File: src/rtl/dilithium_io_sequencer.sv
// Job-level controller for the Dilithium wrapper: accepts a command, starts core and adapter,
// gates the input stream with header-length checking and reports done/err/cycle count.
module dilithium_io_sequencer #(
    parameter int W     = 64,
    parameter int CYC_W = 32
) (
    input  logic             clk,
    input  logic             rst_n,
    input  logic             cmd_valid,
    output logic             cmd_ready,
    input  logic [1:0]       cmd_mode,
    input  logic [2:0]       cmd_sec_lvl,
    output logic             start,
    output logic [1:0]       mode,
    output logic [2:0]       sec_lvl,
    input  logic             valid_i,
    output logic             ready_i,
    input  logic [W-1:0]     data_i,
    input  logic             last_i,
    output logic             dilithium_valid_i,
    input  logic             dilithium_ready_i,
    output logic [W-1:0]     dilithium_data_i,
    input  logic             out_beat,
    input  logic             out_last,
    output logic             done,
    output logic             err,
    output logic [CYC_W-1:0] cycles
);

    typedef enum logic [2:0] {S_IDLE, S_START, S_HDR, S_MSG, S_DRAIN} state_e;

    state_e             state_q;
    logic [9:0]         hdr_cnt_q;
    logic [CYC_W-1:0]   cnt_q;
    logic [CYC_W-1:0]   cnt_d;
    logic               fwd_q;
    logic               cmd_ready_q;
    logic               start_q;
    logic               done_q;
    logic               err_q;
    logic [1:0]         mode_q;
    logic [2:0]         sec_q;
    logic [CYC_W-1:0]   cycles_q;
    logic               beat_s;

    // Header length in 64-bit words; any sec_lvl other than 2 or 3 is treated as level 5.
    function automatic logic [9:0] hdr_words(input logic [1:0] m, input logic [2:0] s);
        logic [9:0] n;
        case (m)
            2'd0: n = 10'd4;
            2'd1: begin
                case (s)
                    3'd2:    n = 10'd467;
                    3'd3:    n = 10'd656;
                    default: n = 10'd899;
                endcase
            end
            2'd2: begin
                case (s)
                    3'd2:    n = 10'd316;
                    3'd3:    n = 10'd500;
                    default: n = 10'd608;
                endcase
            end
            default: n = 10'd1;
        endcase
        return n;
    endfunction

    // Stream gating uses only the registered phase flag, so valid never feeds ready.
    always_comb begin
        ready_i           = fwd_q & dilithium_ready_i;
        dilithium_valid_i = fwd_q & valid_i;
        dilithium_data_i  = data_i;
        beat_s            = fwd_q & valid_i & dilithium_ready_i;
        if (cnt_q == {CYC_W{1'b1}}) begin
            cnt_d = cnt_q;
        end else begin
            cnt_d = cnt_q + {{(CYC_W-1){1'b0}}, 1'b1};
        end
    end

    // Job FSM with all control outputs registered.
    always_ff @(posedge clk or negedge rst_n) begin
        if (!rst_n) begin
            state_q     <= S_IDLE;
            hdr_cnt_q   <= 10'd0;
            cnt_q       <= {CYC_W{1'b0}};
            fwd_q       <= 1'b0;
            cmd_ready_q <= 1'b0;
            start_q     <= 1'b0;
            done_q      <= 1'b0;
            err_q       <= 1'b0;
            mode_q      <= 2'd0;
            sec_q       <= 3'd0;
            cycles_q    <= {CYC_W{1'b0}};
        end else begin
            start_q <= 1'b0;
            done_q  <= 1'b0;
            if (state_q != S_IDLE) begin
                cnt_q <= cnt_d;
            end
            case (state_q)
                S_IDLE: begin
                    cmd_ready_q <= 1'b1;
                    if (cmd_valid && cmd_ready_q) begin
                        mode_q <= cmd_mode;
                        sec_q  <= cmd_sec_lvl;
                        cnt_q  <= {CYC_W{1'b0}};
                        if (cmd_mode == 2'd3) begin
                            err_q <= 1'b1;
                        end else begin
                            err_q       <= 1'b0;
                            start_q     <= 1'b1;
                            cmd_ready_q <= 1'b0;
                            state_q     <= S_START;
                        end
                    end
                end
                S_START: begin
                    hdr_cnt_q <= hdr_words(mode_q, sec_q);
                    fwd_q     <= 1'b1;
                    state_q   <= S_HDR;
                end
                S_HDR: begin
                    if (beat_s) begin
                        if (hdr_cnt_q == 10'd1) begin
                            // Keygen has no message; for verify/sign an early end leaves nothing to wait for.
                            if ((mode_q == 2'd0) != last_i) begin
                                err_q <= 1'b1;
                            end
                            if ((mode_q == 2'd0) || last_i) begin
                                fwd_q   <= 1'b0;
                                state_q <= S_DRAIN;
                            end else begin
                                state_q <= S_MSG;
                            end
                        end else if (last_i) begin
                            err_q   <= 1'b1;
                            fwd_q   <= 1'b0;
                            state_q <= S_DRAIN;
                        end else begin
                            hdr_cnt_q <= hdr_cnt_q - 10'd1;
                        end
                    end
                end
                S_MSG: begin
                    if (beat_s && last_i) begin
                        fwd_q   <= 1'b0;
                        state_q <= S_DRAIN;
                    end
                end
                S_DRAIN: begin
                    if (out_beat && out_last) begin
                        done_q      <= 1'b1;
                        cycles_q    <= cnt_d;
                        cmd_ready_q <= 1'b1;
                        state_q     <= S_IDLE;
                    end
                end
                default: begin
                    fwd_q       <= 1'b0;
                    cmd_ready_q <= 1'b0;
                    state_q     <= S_IDLE;
                end
            endcase
        end
    end

    assign cmd_ready = cmd_ready_q;
    assign start     = start_q;
    assign mode      = mode_q;
    assign sec_lvl   = sec_q;
    assign done      = done_q;
    assign err       = err_q;
    assign cycles    = cycles_q;

endmodule

File: config.mk
export PLATFORM = sky130hd
export DESIGN_NAME = dilithium_io_sequencer
export DESIGN_NICKNAME = d
export VERILOG_FILES = /design/src/rtl/dilithium_io_sequencer.sv
export SDC_FILE = /design/constraint.sdc
export NUM_CORES = 1
export LEC_CHECK = 0
export BUFFER_PORTS_ARGS = -buffer_cell sky130_fd_sc_hd__buf_4
export CORE_UTILIZATION = 56
export CTS_BUF_LIST = sky130_fd_sc_hd__clkbuf_4 sky130_fd_sc_hd__clkbuf_8 sky130_fd_sc_hd__clkbuf_16
export DETAILED_ROUTE_END_ITERATION = 7
export GPL_TIMING_DRIVEN = 0
export PLACE_DENSITY_LB_ADDON = 0.1
export SYNTH_ARGS = -nofsm -noshare
export SYNTH_HDL_FRONTEND = slang
export SYNTH_SLANG_ARGS = --single-unit
export TNS_END_PERCENT = 50
File: constraint.sdc
create_clock -name clk -period 4.2 [get_ports clk]
set_input_delay 0.84 -clock clk [delete_from_list [all_inputs] [get_ports clk]]
set_output_delay 0.84 -clock clk [all_outputs]
set_load 0.05 [all_outputs]
==> metrics.md, run 1 <==
| Metric | Value |
|---|---|
| Root Buffer Master | clkbuf_8 |
| Detailed placement HPWL | 10500 µm |
| Synth top cells by count | dfrtp_1 (87), nand2_1 (80), buf_4 (66) |
| Fillers | 782 |
| First-pass DRT Iterations | 5 |
| Setup violators final | 0 |
| Gr usage total | 0.281 |
| GRT busiest layer | met2 |
| Post-CTS Setup Bufs | 0 |
| Static Leakage | 3.15 nW |
| RSZ-0062 raised after global routing | false |
| CP endpoint kind | flop |
| Site row count | 36 |
| Distinct cells, synth | 63 |
| Starting Density | 0.577 |
| Final Hold Viols | 0 |
| Port buffer count | 119 |
| Syn Nets | 727 |
| Worst clock skew | 7.58 ps |
| CTS resizes | 0 |
| FF+latch area | 0.00218 mm² |
| Clock period minus worst slack | 2640 ps |
| Area grow syn2layout | 22.5% |
| Synthesized area | 0.00564 mm² |
| Worst slew pin tran | 1120 ps |
| Core box area | 0.00977 mm² |
| Most common cell in the netlist | dfrtp_1 |
| Die height | 102 µm |
| Clk sinks | 87 |
| Hold-fix buffers, CTS | 0 |
| NumNets Final | 857 |
| Met2 Resource Use GR | 0.466 |
| Die W | 102 µm |
| Post-synth top area share | 0.386 |
| Via density | 5.73 |
| GPL Wtd Cong | 0.931 |
| WL/cell | 15.8 µm |
| Die area | 0.0105 mm² |
| Initial antenna violation count | 0 |
| Layout cells sized above 1 | 0.316 |
| Ports | 184 |
| Yosys reg bits | 87 |
| Max-slew violation count | 0 |
| Max VDD drop | 356 µV |
| Max Freq | 378 MHz |
| Worst R2R Setup Slack | 1560 ps |
| Pwr dens | 588 mW/mm² |
| Setup TNS | 0 ps |
| Met3 GRT Util | 0.0342 |
| Global-route wire length before repair | 22900 µm |
| Antenna diodes | 0 |
| Final Core Density | 0.708 |
| Initial DRC Count | 273 |
| Top cells by area, synth | dfrtp_1 (39%), buf_4 (8.8%), nand2_1 (5.3%), o21ai_0 (4.5%), xnor2_1 (4.5%) |
| DRC | 0 |
| Via count of the routed design | 5234 |
| H-tree levels | 3 |
| Worst Path Arrival | 2920 ps |
| Remaining global-route overflow | 0 |
| Clock transition at the registers of the reported paths | 90 ps |
| Hold WS | 485 ps |
| Synth area leader | dfrtp_1 |
| Post-Layout Cell Count | 914 |
| Crit share post-route | 0.629 |
| CP Class | reg2reg |
| Total wire length | 14400 µm |
| Worst setup SP type | flop |
| CTS tree | done |
| Mapped Avg Cell Area | 8.74 µm² |
| Clk_lat worst skew | 360 ps |
| CTS max path bufs | 2 |
| M1 GR Usage | 0.381 |
| CTS buffer count | 9 |
| Synth Flop Type | dfrtp_1 |
| Area taken by multi-input logic gates | 0.00275 mm² |
| Hold crit path type | reg2reg |
| Placed insts | 898 |
| Antenna Violating Nets Remaining | 0 |
| Vias in the first global route | 4769 |
| Total chip power | 4.07 mW |
| Synth async-reset ratio | 1.00 |
| CP Data Required Time | 4480 ps |
| Max-cap viol count | 0 |
| Max_slew headroom | 0.254 |
| Worst-path fanout max | 10 |
| EDFF count, synth | 0 |
| Pin count of the biggest net entering global routing | 88 |
| Register area share after synthesis | 0.386 |
| Outcome | complete, no violations |
| Cell count after synthesis | 646 |
| Syn. warnings | 0 |
registers in the layout, summed over array words and instances, names as in the netlist, 2 cells and up:
signal / cells
cnt_q: 32
state_q: 3
sec_lvl: 3
cycles: 32
mode: 2
hdr_cnt_q: 10
power breakdown:
group / switching, mW / internal (mW)
Sequential: 0.209 / 1.07
Clock: 0.300 / 0.329
Combinational: 1.46 / 0.696
Total: 1.97 / 2.10
placed cells by master, fill, tap and decap left out, drive strengths merged, types with 6 or more instances in the layout:
cell type	n
a2111oi	9
a21o	14
a21oi	37
a31oi	13
buf	200
clkbuf	41
dfrtp	87
inv	10
mux2i	8
nand2	80
nand2b	8
nand3	24
nand3b	8
nand4	18
nor2	28
nor2b	6
nor3	11
nor4	18
o21ai	58
xnor2	29
metal layers:
metal / wire (µm) / vias to the layer above
met2: 6960 / 235
met1: 6300 / 2470
met4: 216 / 0
li1: - / 2509
met3: 919 / 20
met5: 0 / -
logic make-up after synthesis:
| group | count (synthesis) | synth area share |
|---|---|---|
| AOI/OAI and AO/OA | 160 | 0.182 |
| xor gates and xnor gates | 30 | 0.0466 |
| adders and majority gates | 4 | 0.00887 |
| buffers and inverters | 119 | 0.127 |
| DFF | 87 | 0.386 |
| muxes | 13 | 0.0242 |
| and+or+nand+nor | 233 | 0.226 |
through the flow:
stage                     instance area [µm²]  worst slack [ps]
after floorplan                          5640              1950
after global placement                   6700              1610
after detailed placement                 6700              1620
after CTS                                6920              1600
after global routing                     6920              1300
final                                    6920              1560
area by class of cell:
class                   count  share of cell area
well taps                 133              0.0241
plain buffers             109              0.0981
multi-input cells         440               0.398
inverters                  10             0.00543
clock buffers              13              0.0250
flip-flops and latches     87               0.315
repair buffers            119               0.129
clock inverters             3             0.00579
path summary, 6_finish.rpt:
check                                       start                     end  cells past startpoint
max                        state_q[2]$_DFFE_PN0P_      cnt_q[5]$_DFF_PN0_                      7
min                        cycles[19]$_DFFE_PN0P_  cycles[19]$_DFFE_PN0P_                      2
max reg2reg                state_q[2]$_DFFE_PN0P_      cnt_q[5]$_DFF_PN0_                      7
min reg2reg                cycles[19]$_DFFE_PN0P_  cycles[19]$_DFFE_PN0P_                      2
max in group asynchronous                   rst_n      cnt_q[7]$_DFF_PN0_                      1
min in group asynchronous                   rst_n  cycles[21]$_DFFE_PN0P_                      1
critical path, stage by stage, from the launching register on:
cell and delay (ps):
dfrtp_1 330, clkbuf_1 330, or3_1 170, clkbuf_1 340, clkbuf_1 560, buf_1 500
a21oi_1 130, a31oi_1 190
No activity file was read; power rests on OpenSTA's default activity.
==> run 2, diff against run 1 <==
CORE_UTILIZATION = 47   (was 56)
clock period = 2.43 ns   (was 4.2 ns; I/O delays follow)
==> run 2 against run 1 <==
  * The run now ends with design-rule violations left
  * Clock skew about the same
  * Clock power rose by 130%
  * Wire length rose by 5.4%
  * Critical path type unchanged
  * Critical endpoint is now cnt_q[26]$_DFF_PN0_
  * Largest cell class unchanged
==> metrics.md, run 2 (synthesis results as in run 1) <==
| Metric | Value |
|---|---|
| H-tree levels | 3 |
| Starting Density | 0.488 |
| Clk sinks | 87 |
| Max-slew violation count | 0 |
| Crit-path cells | ha_4 -> nand4_1 -> or4_1 -> buf_2 -> nor4_4 -> o21ai_0 -> a21bo_1 |
| Antenna Violating Nets Remaining | 0 |
| NumNets Final | 860 |
| Setup TNS | 0 ps |
| Layout cells sized above 1 | 0.332 |
| Hold crit path type | in2async |
| Ports | 184 |
| Port buffer count | 119 |
| Hold WS | 350 ps |
| Gr usage total | 0.244 |
| First-pass DRT Iterations | 8 |
| Fillers | 1024 |
| Total wire length | 15200 µm |
| Root Buffer Master | clkbuf_16 |
| Max Freq | 429 MHz |
| Clock transition at the registers of the reported paths | 70 ps |
| Die W | 112 µm |
| CP Data Required Time | 2660 ps |
| Antenna diodes | 0 |
| Core box area | 0.0116 mm² |
| WL/cell | 16.4 µm |
| Clk_lat worst skew | 350 ps |
| Die height | 112 µm |
| Worst-path fanout max | 7 |
| Max-cap viol count | 0 |
| Crit share post-route | 0.959 |
| DRC | 15 |
| Die area | 0.0124 mm² |
| Pin count of the biggest net entering global routing | 88 |
| Worst clock skew | 7.72 ps |
| Outcome | complete, but fails checks |
| Pwr dens | 1050 mW/mm² |
| Worst setup SP type | flop |
| Max_slew headroom | 0.265 |
| CP endpoint kind | flop |
| Vias in the first global route | 4814 |
| Setup violators final | 0 |
| CTS buffer count | 9 |
| CTS tree | done |
| Via density | 5.70 |
| Commonest non-fill, non-tap cells in the layout | buf_4 (188), dfrtp_1 (86), nand2_1 (80) |
| Site row count | 39 |
| CP Class | reg2reg |
| Final Hold Viols | 0 |
| Initial DRC Count | 386 |
| Static Leakage | 3.26 nW |
| CTS max path bufs | 2 |
| GPL Wtd Cong | 0.910 |
| Detailed placement HPWL | 10800 µm |
| Largest stage delay, worst path | 470 ps |
| Area grow syn2layout | 25.8% |
| Initial antenna violation count | 0 |
| Max VDD drop | 649 µV |
| Clock period minus worst slack | 2330 ps |
| Remaining global-route overflow | 0 |
| Worst Path Arrival | 2560 ps |
| Worst path slowest cell | or4_1 |
| Global-route wire length before repair | 24100 µm |
| Failing checks | design-rule violations |
| Most common cell after layout, fill and taps aside | buf_4 |
| Worst slew pin tran | 1100 ps |
| Via count of the routed design | 5283 |
run 2: layer usage:
metal | part of all wire | track usage | wire length (µm)
met1 | 0.45 | 0.340 | 6860
met2 | 0.46 | 0.386 | 7030
met3 | 0.069 | 0.0365 | 1050
met4 | 0.015 | 0.0910 | 231
met5 | 0 | 0 | 0
run 2: worst max-delay path, delay by kind of cell, from the launching register on:
| family | cells | cell delay (ps) |
|---|---|---|
| AOI/OAI and AO/OA | 2 | 330 |
| adders and majority gates | 1 | 190 |
| buffers and inverters | 1 | 220 |
| DFF | 1 | 430 |
| and+or+nand+nor | 3 | 1040 |
run 2: through the flow:
stage	cells	total power [mW]	utilization	instance area (µm²)	worst slack, ps
2_1_floorplan	646	4.83	-	5640	287
3_3_place_gp	908	5.90	0.581	6720	-219
3_5_place_dp	908	5.96	0.581	6720	-259
5_1_grt	927	7.92	0.614	7100	-29.3
6_report	927	7.47	0.614	7100	100
4_1_cts	924	7.43	0.608	7030	-34.2
run 2: final timing paths:
| kind | from | endpoint | slack (ps) | cells past startpoint |
|---|---|---|---|---|
| max in group asynchronous | rst_n | cnt_q[0]$_DFF_PN0_ | 1300 | 1 |
| min in group clk | cmd_mode[1] | start$_DFF_PN0_ | 360 | 2 |
| min reg2reg | cycles[23]$_DFFE_PN0P_ | cycles[23]$_DFFE_PN0P_ | 470 | 2 |
| max | cnt_q[0]$_DFF_PN0_ | cnt_q[26]$_DFF_PN0_ | 100 | 7 |
| min | rst_n | done$_DFF_PN0_ | 350 | 1 |
| max reg2reg | cnt_q[0]$_DFF_PN0_ | cnt_q[26]$_DFF_PN0_ | 100 | 7 |
run 2: repair_timing:
item,CTS,global route
buffers inserted,0,4
resized for setup,3,13
hold buffers,0,0
pin swaps,0,2
setup endpoints to repair,22,52
endpoints found under the hold margin,0,0
run 2: layout make-up:
class | instances | area, µm² | share of cell area
Clock buffer | 13 | 262 | 0.0368
Timing Repair Buffer | 123 | 923 | 0.130
Tap cell | 143 | 179 | 0.0252
Inverter | 10 | 37.5 | 0.00529
Multi-Input combinational cell | 440 | 2790 | 0.393
Sequential cell | 87 | 2180 | 0.307
Buffer | 108 | 684 | 0.0964
Clock inverter | 3 | 42.5 | 0.00599
run 2: power by group:
part           leakage (nW)  total (mW)  switching (mW)  internal [mW]
clock                 0.150        1.45           0.589          0.859
sequential             1.16        2.23           0.371           1.86
combinational          1.95        3.79            2.56           1.23
total                  3.26        7.47            3.52           3.95
==> run 3, diff against run 2 <==
CORE_MARGIN = 2   (was default)
==> run 3 against run 2 <==
  * The run now ends clean
  * Via count shrank 0.23%
  * Cell count grew 0.54%
  * Hold slack lost 5.7 ps
  * Sequential power is essentially flat
  * Worst setup slack lost 31 ps
  * Power grew 3.3%
  * Final area grew 0.90%
  * Sequential cell count is the same
  * Global-route usage shrank 1.0 points
  * Clock skew is essentially flat
  * Fmax shrank 1.3%
  * Count of clock-buffer cells in the layout shrank 4
  * Largest cell class unchanged
  * Largest power group unchanged
==> metrics.md, run 3 (synthesis results as in run 1) <==
| Metric | Value |
|---|---|
| Pin count of the biggest net entering global routing | 88 |
| Max_slew headroom | 0.268 |
| Clk_lat worst skew | 350 ps |
| CTS tree | done |
| Initial antenna violation count | 0 |
| Crit Reg-Reg Endpoint | cnt_q[15]$_DFF_PN0_ |
| Clock period minus worst slack | 2360 ps |
| Pre-CTS setup slack | -262 ps |
| H-tree levels | 3 |
| Clk sinks | 87 |
| Placed insts | 912 |
| Starting Density | 0.476 |
| Die area | 0.0129 mm² |
| NumNets Final | 861 |
| Layout cells sized above 1 | 0.330 |
| Final Hold Viols | 0 |
| Root Buffer Master | clkbuf_16 |
| Ports | 184 |
| Hold crit path type | in2async |
| Max-slew violation count | 0 |
| M1 GR Usage | 0.333 |
| Site row count | 40 |
| Outcome | complete, no violations |
| Worst clock skew | 7.84 ps |
| Met2 Resource Use GR | 0.372 |
| Gr usage total | 0.234 |
| Post-Layout Cell Count | 932 |
| Via count of the routed design | 5271 |
| CTS max path bufs | 2 |
| Port buffer count | 119 |
| Crit share post-route | 0.972 |
| Pwr dens | 1080 mW/mm² |
| Setup violators final | 0 |
| Remaining global-route overflow | 0 |
| Global-route wire length before repair | 24300 µm |
| Die height | 114 µm |
| CP Data Required Time | 2710 ps |
| Clock transition at the registers of the reported paths | 70 ps |
| Antenna Violating Nets Remaining | 0 |
| Worst slew pin tran | 1100 ps |
| Setup TNS | 0 ps |
| Commonest non-fill, non-tap cells in the layout | buf_4 (190), dfrtp_1 (87), nand2_1 (80) |
| CTS buffer count | 9 |
| Worst R2R Setup Slack | 70 ps |
| CP endpoint kind | flop |
| Detailed placement HPWL | 10900 µm |
| DRC | 0 |
| Max Freq | 424 MHz |
| Area grow syn2layout | 26.9% |
| CP Class | reg2reg |
| Antenna diodes | 0 |
| Initial DRC Count | 385 |
| Worst Path Arrival | 2640 ps |
| First-pass DRT Iterations | 5 |
| Die W | 114 µm |
| GPL Wtd Cong | 0.894 |
| Total wire length | 15200 µm |
| Met3 GRT Util | 0.0313 |
| Design Area, Final | 0.00716 mm² |
| GRT busiest layer | met2 |
| Most common cell after layout, fill and taps aside | buf_4 |
| WL/cell | 16.3 µm |
| Max-cap viol count | 0 |
| FF-to-FF path depth | 6 |
| Dpl cell area | 0.00672 mm² |
| Via density | 5.66 |
| Reg-to-reg startpoint | state_q[2]$_DFFE_PN0P_ |
| PnR worst setup slack | 69.0 ps |
| Vias in the first global route | 4852 |
| Core box area | 0.0119 mm² |
| Worst-path fanout max | 10 |
| Static Leakage | 3.28 nW |
| Max VDD drop | 589 µV |
| Worst setup SP type | flop |
-- run 3: per-stage QoR --
stage	power, mW	utilization	hold slack [ps]
CTS	7.73	0.599	356
floorplan	4.83	-	190
detailed placement	5.97	0.567	472
global route	8.18	0.604	367
finish	7.72	0.604	344
global placement	5.92	0.567	464
-- run 3: power by group --
part	total, mW	leakage (nW)	switching (mW)	internal (mW)
logic	3.78	1.95	2.57	1.21
clock network	1.72	0.172	0.609	1.11
registers	2.21	1.16	0.355	1.86
-- run 3: layout make-up --
class / instances / area, µm²
clock buffers: 9 / 225
repair buffers: 124 / 931
well taps: 147 / 184
plain buffers: 108 / 682
fillers: 1047 / 4700
inverters: 10 / 37.5
clock inverters: 7 / 144
flip-flops and latches: 87 / 2180
multi-input cells: 440 / 2780
-- run 3: worst max-delay path by stage --
stage                           startpoint             endpoint  slack [ps]  cells after the start
floorplan               cnt_q[0]$_DFF_PN0_  cnt_q[26]$_DFF_PN0_         290                      7
global placement    state_q[2]$_DFFE_PN0P_   cnt_q[5]$_DFF_PN0_        -220                      7
detailed placement  state_q[2]$_DFFE_PN0P_   cnt_q[8]$_DFF_PN0_        -260                      7
CTS                     cnt_q[0]$_DFF_PN0_  cnt_q[26]$_DFF_PN0_          50                      7
global route            cnt_q[0]$_DFF_PN0_  cnt_q[29]$_DFF_PN0_         -30                      6
finish              state_q[2]$_DFFE_PN0P_  cnt_q[15]$_DFF_PN0_          70                      6
-- run 3: what timing repair did --
action,CTS,global route
hold buffers,0,0
setup endpoints to repair,24,47
buffers inserted,0,5
pin swaps,1,3
resized for setup,5,7
-- run 3: worst max-delay path: stages, from the launching register on --
cell and delay, ps:
dfrtp_1 360, clkbuf_1 230, or3_1 570, a21oi_1 390
clkbuf_1 510, nand2_1 140, nand3_1 100
-- run 3: layer usage --
layer  share of wire  vias up
met5               0        -
met4           0.014        0
met3           0.072       18
met2            0.47      240
met1            0.45     2515
li1                -     2498
